[config.mk]
export PLATFORM = sky130hd
export DESIGN_NAME = life_gen_sequencer_flat
export DESIGN_NICKNAME = d
export VERILOG_FILES = /design/src/rtl/life_gen_sequencer_if.sv /design/src/rtl/life_gen_sequencer.sv /design/src/flat_wrapper.sv
export SDC_FILE = /design/constraint.sdc
export NUM_CORES = 1
export LEC_CHECK = 0
export CORE_AREA = 2 2 110 112
export CTS_CLUSTER_DIAMETER = 50
export DETAILED_ROUTE_END_ITERATION = 10
export DIE_AREA = 0 0 112 114
export HOLD_SLACK_MARGIN = 0.12
export PLACE_DENSITY = 0.81
export SETUP_SLACK_MARGIN = 0.1
export SYNTH_ARGS = -nofsm -noshare
export SYNTH_HDL_FRONTEND = slang
export SYNTH_SLANG_ARGS = --single-unit
[constraint.sdc]
create_clock -name clk -period 2.25 [get_ports clk]
set_input_delay 0.3375 -clock clk [delete_from_list [all_inputs] [get_ports clk]]
set_output_delay 0.3375 -clock clk [all_outputs]
set_load 0.1 [all_outputs]
[src/rtl/life_gen_sequencer_if.sv]
// Board/datapath-facing signal bundle for the Life generation sequencer.
// Master drives controls and the datapath result; slave is the sequencer.
interface life_gen_sequencer_if #(
    parameter int GEN_W = 16
);
    logic             load;
    logic [63:0]      seed;
    logic             run;
    logic             step;
    logic [63:0]      next_grid;
    logic [63:0]      grid;
    logic [GEN_W-1:0] gen_count;
    logic             busy;
    logic             halted;
    logic             extinct;
    logic             stable;

    modport master (
        output load, seed, run, step, next_grid,
        input  grid, gen_count, busy, halted, extinct, stable
    );

    modport slave (
        input  load, seed, run, step, next_grid,
        output grid, gen_count, busy, halted, extinct, stable
    );
endinterface

[src/rtl/life_gen_sequencer.sv]
// Generation controller for the 8x8 Life grid: owns the grid register and
// decides when the combinational next-generation result is committed.
//
// state | meaning
// PAUSE | grid held; a step pulse commits one generation
// RUN   | free-run, one generation every DIV cycles
// HALT  | grid went still or extinct; only load or reset leaves
module life_gen_sequencer #(
    parameter int DIV       = 10,
    parameter int GEN_W     = 16,
    parameter int AUTO_HALT = 1
) (
    input logic                 clk,
    input logic                 reset,
    life_gen_sequencer_if.slave bus
);
    localparam int               CNT_W    = (DIV > 1) ? $clog2(DIV) : 1;
    localparam logic [CNT_W-1:0] CNT_LAST = CNT_W'(DIV - 1);

    typedef enum logic [1:0] {
        PAUSE = 2'd0,
        RUN   = 2'd1,
        HALT  = 2'd2
    } state_t;

    state_t           state_q, state_d;
    logic [CNT_W-1:0] cnt_q, cnt_d;
    logic [63:0]      grid_q, grid_d;
    logic [GEN_W-1:0] gen_q, gen_d;
    logic             tick;
    logic             want_adv;
    logic             halt_hit;

    assign tick     = (cnt_q == CNT_LAST);
    assign halt_hit = (AUTO_HALT != 0) && bus.stable;

    // An advance opportunity; load pre-empts it and the halt check may veto it.
    assign want_adv = !bus.load &&
                      (((state_q == PAUSE) && !bus.run && bus.step) ||
                       ((state_q == RUN) && bus.run && tick));

    always_ff @(posedge clk) begin
        if (reset) begin
            state_q <= PAUSE;
        end else begin
            state_q <= state_d;
        end
    end

    always_comb begin
        state_d = state_q;
        if (bus.load) begin
            state_d = bus.run ? RUN : PAUSE;
        end else begin
            case (state_q)
                PAUSE: begin
                    if (bus.run)                   state_d = RUN;
                    else if (want_adv && halt_hit) state_d = HALT;
                end
                RUN: begin
                    if (!bus.run)                  state_d = PAUSE;
                    else if (want_adv && halt_hit) state_d = HALT;
                end
                default: state_d = state_q;
            endcase
        end
    end

    always_comb begin
        grid_d = grid_q;
        gen_d  = gen_q;
        cnt_d  = cnt_q;
        if (bus.load) begin
            grid_d = bus.seed;
            gen_d  = '0;
            cnt_d  = '0;
        end else begin
            if (want_adv && !halt_hit) begin
                grid_d = bus.next_grid;
                gen_d  = gen_q + 1'b1;
            end
            case (state_q)
                PAUSE:   cnt_d = '0;
                RUN:     cnt_d = (!bus.run || tick) ? '0 : cnt_q + 1'b1;
                default: cnt_d = cnt_q;
            endcase
        end
    end

    always_ff @(posedge clk) begin
        if (reset) begin
            grid_q <= '0;
            gen_q  <= '0;
            cnt_q  <= '0;
        end else begin
            grid_q <= grid_d;
            gen_q  <= gen_d;
            cnt_q  <= cnt_d;
        end
    end

    assign bus.grid      = grid_q;
    assign bus.gen_count = gen_q;
    assign bus.busy      = (state_q == RUN);
    assign bus.halted    = (state_q == HALT);
    assign bus.extinct   = (grid_q == 64'd0);
    assign bus.stable    = (bus.next_grid == grid_q);
endmodule

[src/flat_wrapper.sv]
// flat-port wrapper written by rule: the top's interface ports become plain ports
module life_gen_sequencer_flat 
#(
    parameter int DIV       = 10,
    parameter int GEN_W     = 16,
    parameter int AUTO_HALT = 1
)
  (clk, reset, bus_load, bus_seed, bus_run, bus_step, bus_next_grid, bus_grid, bus_gen_count, bus_busy, bus_halted, bus_extinct, bus_stable);
  life_gen_sequencer_if #(.GEN_W(GEN_W)) bus_i ();
  input logic clk;
  input logic reset;
  input wire logic [$bits(bus_i.load)-1:0] bus_load;
  input wire logic [$bits(bus_i.seed)-1:0] bus_seed;
  input wire logic [$bits(bus_i.run)-1:0] bus_run;
  input wire logic [$bits(bus_i.step)-1:0] bus_step;
  input wire logic [$bits(bus_i.next_grid)-1:0] bus_next_grid;
  output wire logic [$bits(bus_i.grid)-1:0] bus_grid;
  output wire logic [$bits(bus_i.gen_count)-1:0] bus_gen_count;
  output wire logic [$bits(bus_i.busy)-1:0] bus_busy;
  output wire logic [$bits(bus_i.halted)-1:0] bus_halted;
  output wire logic [$bits(bus_i.extinct)-1:0] bus_extinct;
  output wire logic [$bits(bus_i.stable)-1:0] bus_stable;
  assign bus_i.load = bus_load;
  assign bus_i.seed = bus_seed;
  assign bus_i.run = bus_run;
  assign bus_i.step = bus_step;
  assign bus_i.next_grid = bus_next_grid;
  assign bus_grid = bus_i.grid;
  assign bus_gen_count = bus_i.gen_count;
  assign bus_busy = bus_i.busy;
  assign bus_halted = bus_i.halted;
  assign bus_extinct = bus_i.extinct;
  assign bus_stable = bus_i.stable;
  life_gen_sequencer #(.DIV(DIV), .GEN_W(GEN_W), .AUTO_HALT(AUTO_HALT)) u_core (.clk(clk), .reset(reset), .bus(bus_i));
endmodule
==> results.toml <==
[layout]
n_fill_cell = 828
seqCellArea_um2 = 1980
syn_to_final_growth_pct = 72.9
layout-drive-gt1-share_pct = 39.5
final_nets = 910
finalCoreUtilization_pct = 72.0
multi_input_area_um2 = 3420

[floorplanning]
initial_core_util_pct = 41.6
die_w_um = 112
num_rows = 40
coreArea_um2 = 11700
die_y_um = 114
dieArea_um2 = 12800
io_pins = 217

[route]
wl_per_cell_um = 23.8
wl_met3_um = 2000
firstDrtPassIters = 8
ant_nets = 0
vias_per_cell = 6.56
wl_met2_um = 11000
drtIter0Drc = 791
topRoutingLayerUsed = "met4"
vias = 6104
drc = 0
drt_wl_total_um = 22100
met1Wirelength_um = 8120

[critical_path]
critical_path.max_stage_delay_ns = 0.39
cp_slowest_cell = "nor4_2"
worstSetupStartpoint = "u_core.bus.grid[0]$_SDFFE_PP0P_"
cp_top_family = "simple AND/OR/NAND/NOR gates"
worstReg2RegStart = "u_core.bus.grid[0]$_SDFFE_PP0P_"
endpoint = "bus_stable"
r2r_slack_ns = -0.10
worstPathMaxFanout = 4
critPathKind = "flop to output port"
cp.arrival_ns = 2.12
start_kind = "flop"
cp_num_cells = 7
reg2reg_depth = 10
worst-path-buf-inv = 3
crit_path_end_kind = "output port"
r2r-end = "u_core.bus.grid[45]$_SDFFE_PP0P_"
path_cells = "xnor2_2 -> nand4_1 -> nor4_2 -> nand4_1 -> inv_2 -> buf_12 -> buf_12"
worstPathRequired_ns = 1.91

[clocking]
clock_path_buffers = 2
path_clk_slew_ns = 0.06
ctsRootBufferMaster = "clkbuf_16"
cts.sinks = 86
clk_latency_ns = 0.34
h-tree-depth = 3
cts_buffers = 9
cts_tree = "built"

[synthesis]
netlist_area_um2 = 4870
synthSimpleGateAreaFrac_pct = 12.7
yosys.area_share.adder_pct = 0.770
syn_avg_cell_area_um2 = 8.69
synth_edf_count = 0
synth_compound_area_share_pct = 33.4
synthArstFlopShare_pct = 0
synthDistinctLibCells = 36
yosys_most_used_dff = "dfxtp_1"
synth_top_family_by_area = "compound AO/OA/AOI/OAI gates"
yosys.area_share.xor_xnor_pct = 11.5
yosysWarnings = 0
synthMuxAreaShare_pct = 0
ys_seq_area_share_pct = 35.3
synth_fp_nets = 697
ys_ff_latch = 86
syn_inst = 561

[timing]
setup_viol = 40
fmax_mhz = 408
finalMaxSlewViolations = 0
maxSlewHeadroom_pct = 42.6
min_period_ns = 2.45
hold_violations = 0
tightest_slew_ns = 0.862
rsz0062_at_grt = "yes"
skew_ns = 0.00639
whs_ns = 0.267
finalCritPeriodShare_pct = 109
worst_slack_ns = -0.204
setup_tns_ns = -1.08

[power_and_ir_drop]
p_seq_share_pct = 36.4
combPwrFrac_pct = 32.7
irDropWorstVdd_mv = 0.484
p_sw_uw = 1720
total_power_uw = 4710
switching_share_pct = 36.5
power_density_nw_per_um2 = 559
p_int_uw = 2990
leakage_uw = 0.00314
pwr-share-clk_pct = 30.9

[job]
max_cap_viol_count = 0

[grt]
grt.total_usage_pct = 31.0
grt_pass1_vias = 5829
gr-total-overflow = 0
grt_pass1_wl_um = 31600
grt_start_max_net_pins = 71
antenna_found_initial = 4

[min_path]
worstHoldPathType = "input pin to flop"

[placed_design]
hpwl_um = 14700
finalWeightedCongestion = 0.957
io_buffer_count = 216

[status]
status = "complete, but fails checks"
violations = "setup timing"
cells in the final DEF, fill, tap and decap left out, types with 8 or more instances in the layout:
| master | instances |
|---|---|
| buf_4 | 106 |
| a21oi_1 | 73 |
| clkdlybuf4s50_1 | 67 |
| dfxtp_4 | 64 |
| o211ai_1 | 59 |
| dlygate4sd2_1 | 55 |
| a32oi_1 | 49 |
| xnor2_2 | 40 |
| nand4_1 | 23 |
| xnor2_1 | 22 |
| clkbuf_16 | 15 |
| o31ai_1 | 13 |
| nor4_1 | 11 |
| dfxtp_2 | 11 |
| dfxtp_1 | 11 |
| nor2_1 | 10 |
| nand2_1 | 10 |
| a32oi_2 | 10 |
| buf_12 | 10 |
| nand3_1 | 9 |
| inv_1 | 8 |
| a21oi_2 | 8 |
| dlymetal6s2s_1 | 8 |
logic make-up (layout without fill, tap and decap cells):
logic type / count (synthesis) / count (layout)
and+or+nand+nor: 105 / 105
buffers and inverters: 70 / 288
xor gates and xnor gates: 64 / 64
DFF: 86 / 86
AOI/OAI and AO/OA: 233 / 233
other: 0 / 5
adders and majority gates: 3 / 3
area by class of cell:
class                   instances  share of cell area [%]
well taps                     147                    2.18
repair buffers                262                    29.9
diodes                          5                   0.148
flip-flops and latches         86                    23.4
clock buffers                  16                    3.36
inverters                      10                   0.445
multi-input cells             405                    40.5
through the flow:
stage                     setup WS [ns]  area, um2  instances
after floorplan                  -0.115       5150        561
after global placement           -0.467       7400        900
after detailed placement         -0.472       7400        900
after CTS                       -0.0235       7980        920
after global routing             -0.220       8430        930
final                            -0.204       8430        931
worst min-delay path by stage:
stage | cells past startpoint | end | startpoint
after CTS | 2 | u_core.state_q[0]$_SDFFE_PP0P_ | reset
after global placement | 2 | u_core.bus.gen_count[5]$_SDFFE_PP0P_ | u_core.bus.gen_count[5]$_SDFFE_PP0P_
after global routing | 2 | u_core.state_q[0]$_SDFFE_PP0P_ | reset
after detailed placement | 2 | u_core.bus.gen_count[5]$_SDFFE_PP0P_ | u_core.bus.gen_count[5]$_SDFFE_PP0P_
after floorplan | 2 | u_core.cnt_q[3]$_SDFFE_PP0P_ | u_core.cnt_q[3]$_SDFFE_PP0P_
final | 2 | u_core.state_q[0]$_SDFFE_PP0P_ | reset
cell usage after synthesis, types with 4 or more instances:
library cell   n  share of area, %
or4_1         12               1.8
o21ai_0        4              0.41
nand4_1       23               3.0
nand2_1       10              0.77
nor2_1        10              0.77
buf_4         10               1.5
xnor2_1       64                11
o31ai_1       13               2.0
o21ai_1        4              0.41
dfxtp_1       86                35
a31oi_1        5              0.64
inv_1          8              0.62
a32oi_1       59                11
nor4_1        21               2.7
nand3_1        9              0.92
buf_2          8              0.82
a21oi_1       81               8.3
or3_1          4              0.51
clkbuf_1      41               3.2
o211ai_1      59               9.1
power groups by stage:
stage / combinational [uW] / clock, uW / sequential, uW
final: 1540 / 1450 / 1710
after global placement: 1430 / 0 / 1710
after CTS: 1470 / 1440 / 1700
after detailed placement: 1440 / 0 / 1720
after floorplan: 353 / 0 / 2230
after global routing: 1580 / 1500 / 1720
routing by layer:
metal	global-route usage, %	vias up
met5	0	-
met4	14.7	0
met3	5.10	81
met2	53.0	449
met1	38.3	2901
li1	-	2673
sequential cells by signal, summed over array words and instances, names as in the netlist:
register              flops
u_core.bus.grid          64
u_core.state_q            2
u_core.bus.gen_count     16
u_core.cnt_q              4
timing repair:
| item | CTS | global route |
|---|---|---|
| resized for setup | 102 | 60 |
| hold buffers | 0 | 0 |
| buffers inserted | 4 | 0 |
| pin swaps | 29 | 66 |
| endpoints found under the setup margin | 84 | 84 |
| gates cloned | 0 | 6 |
No activity file was read; power rests on OpenSTA's default activity.
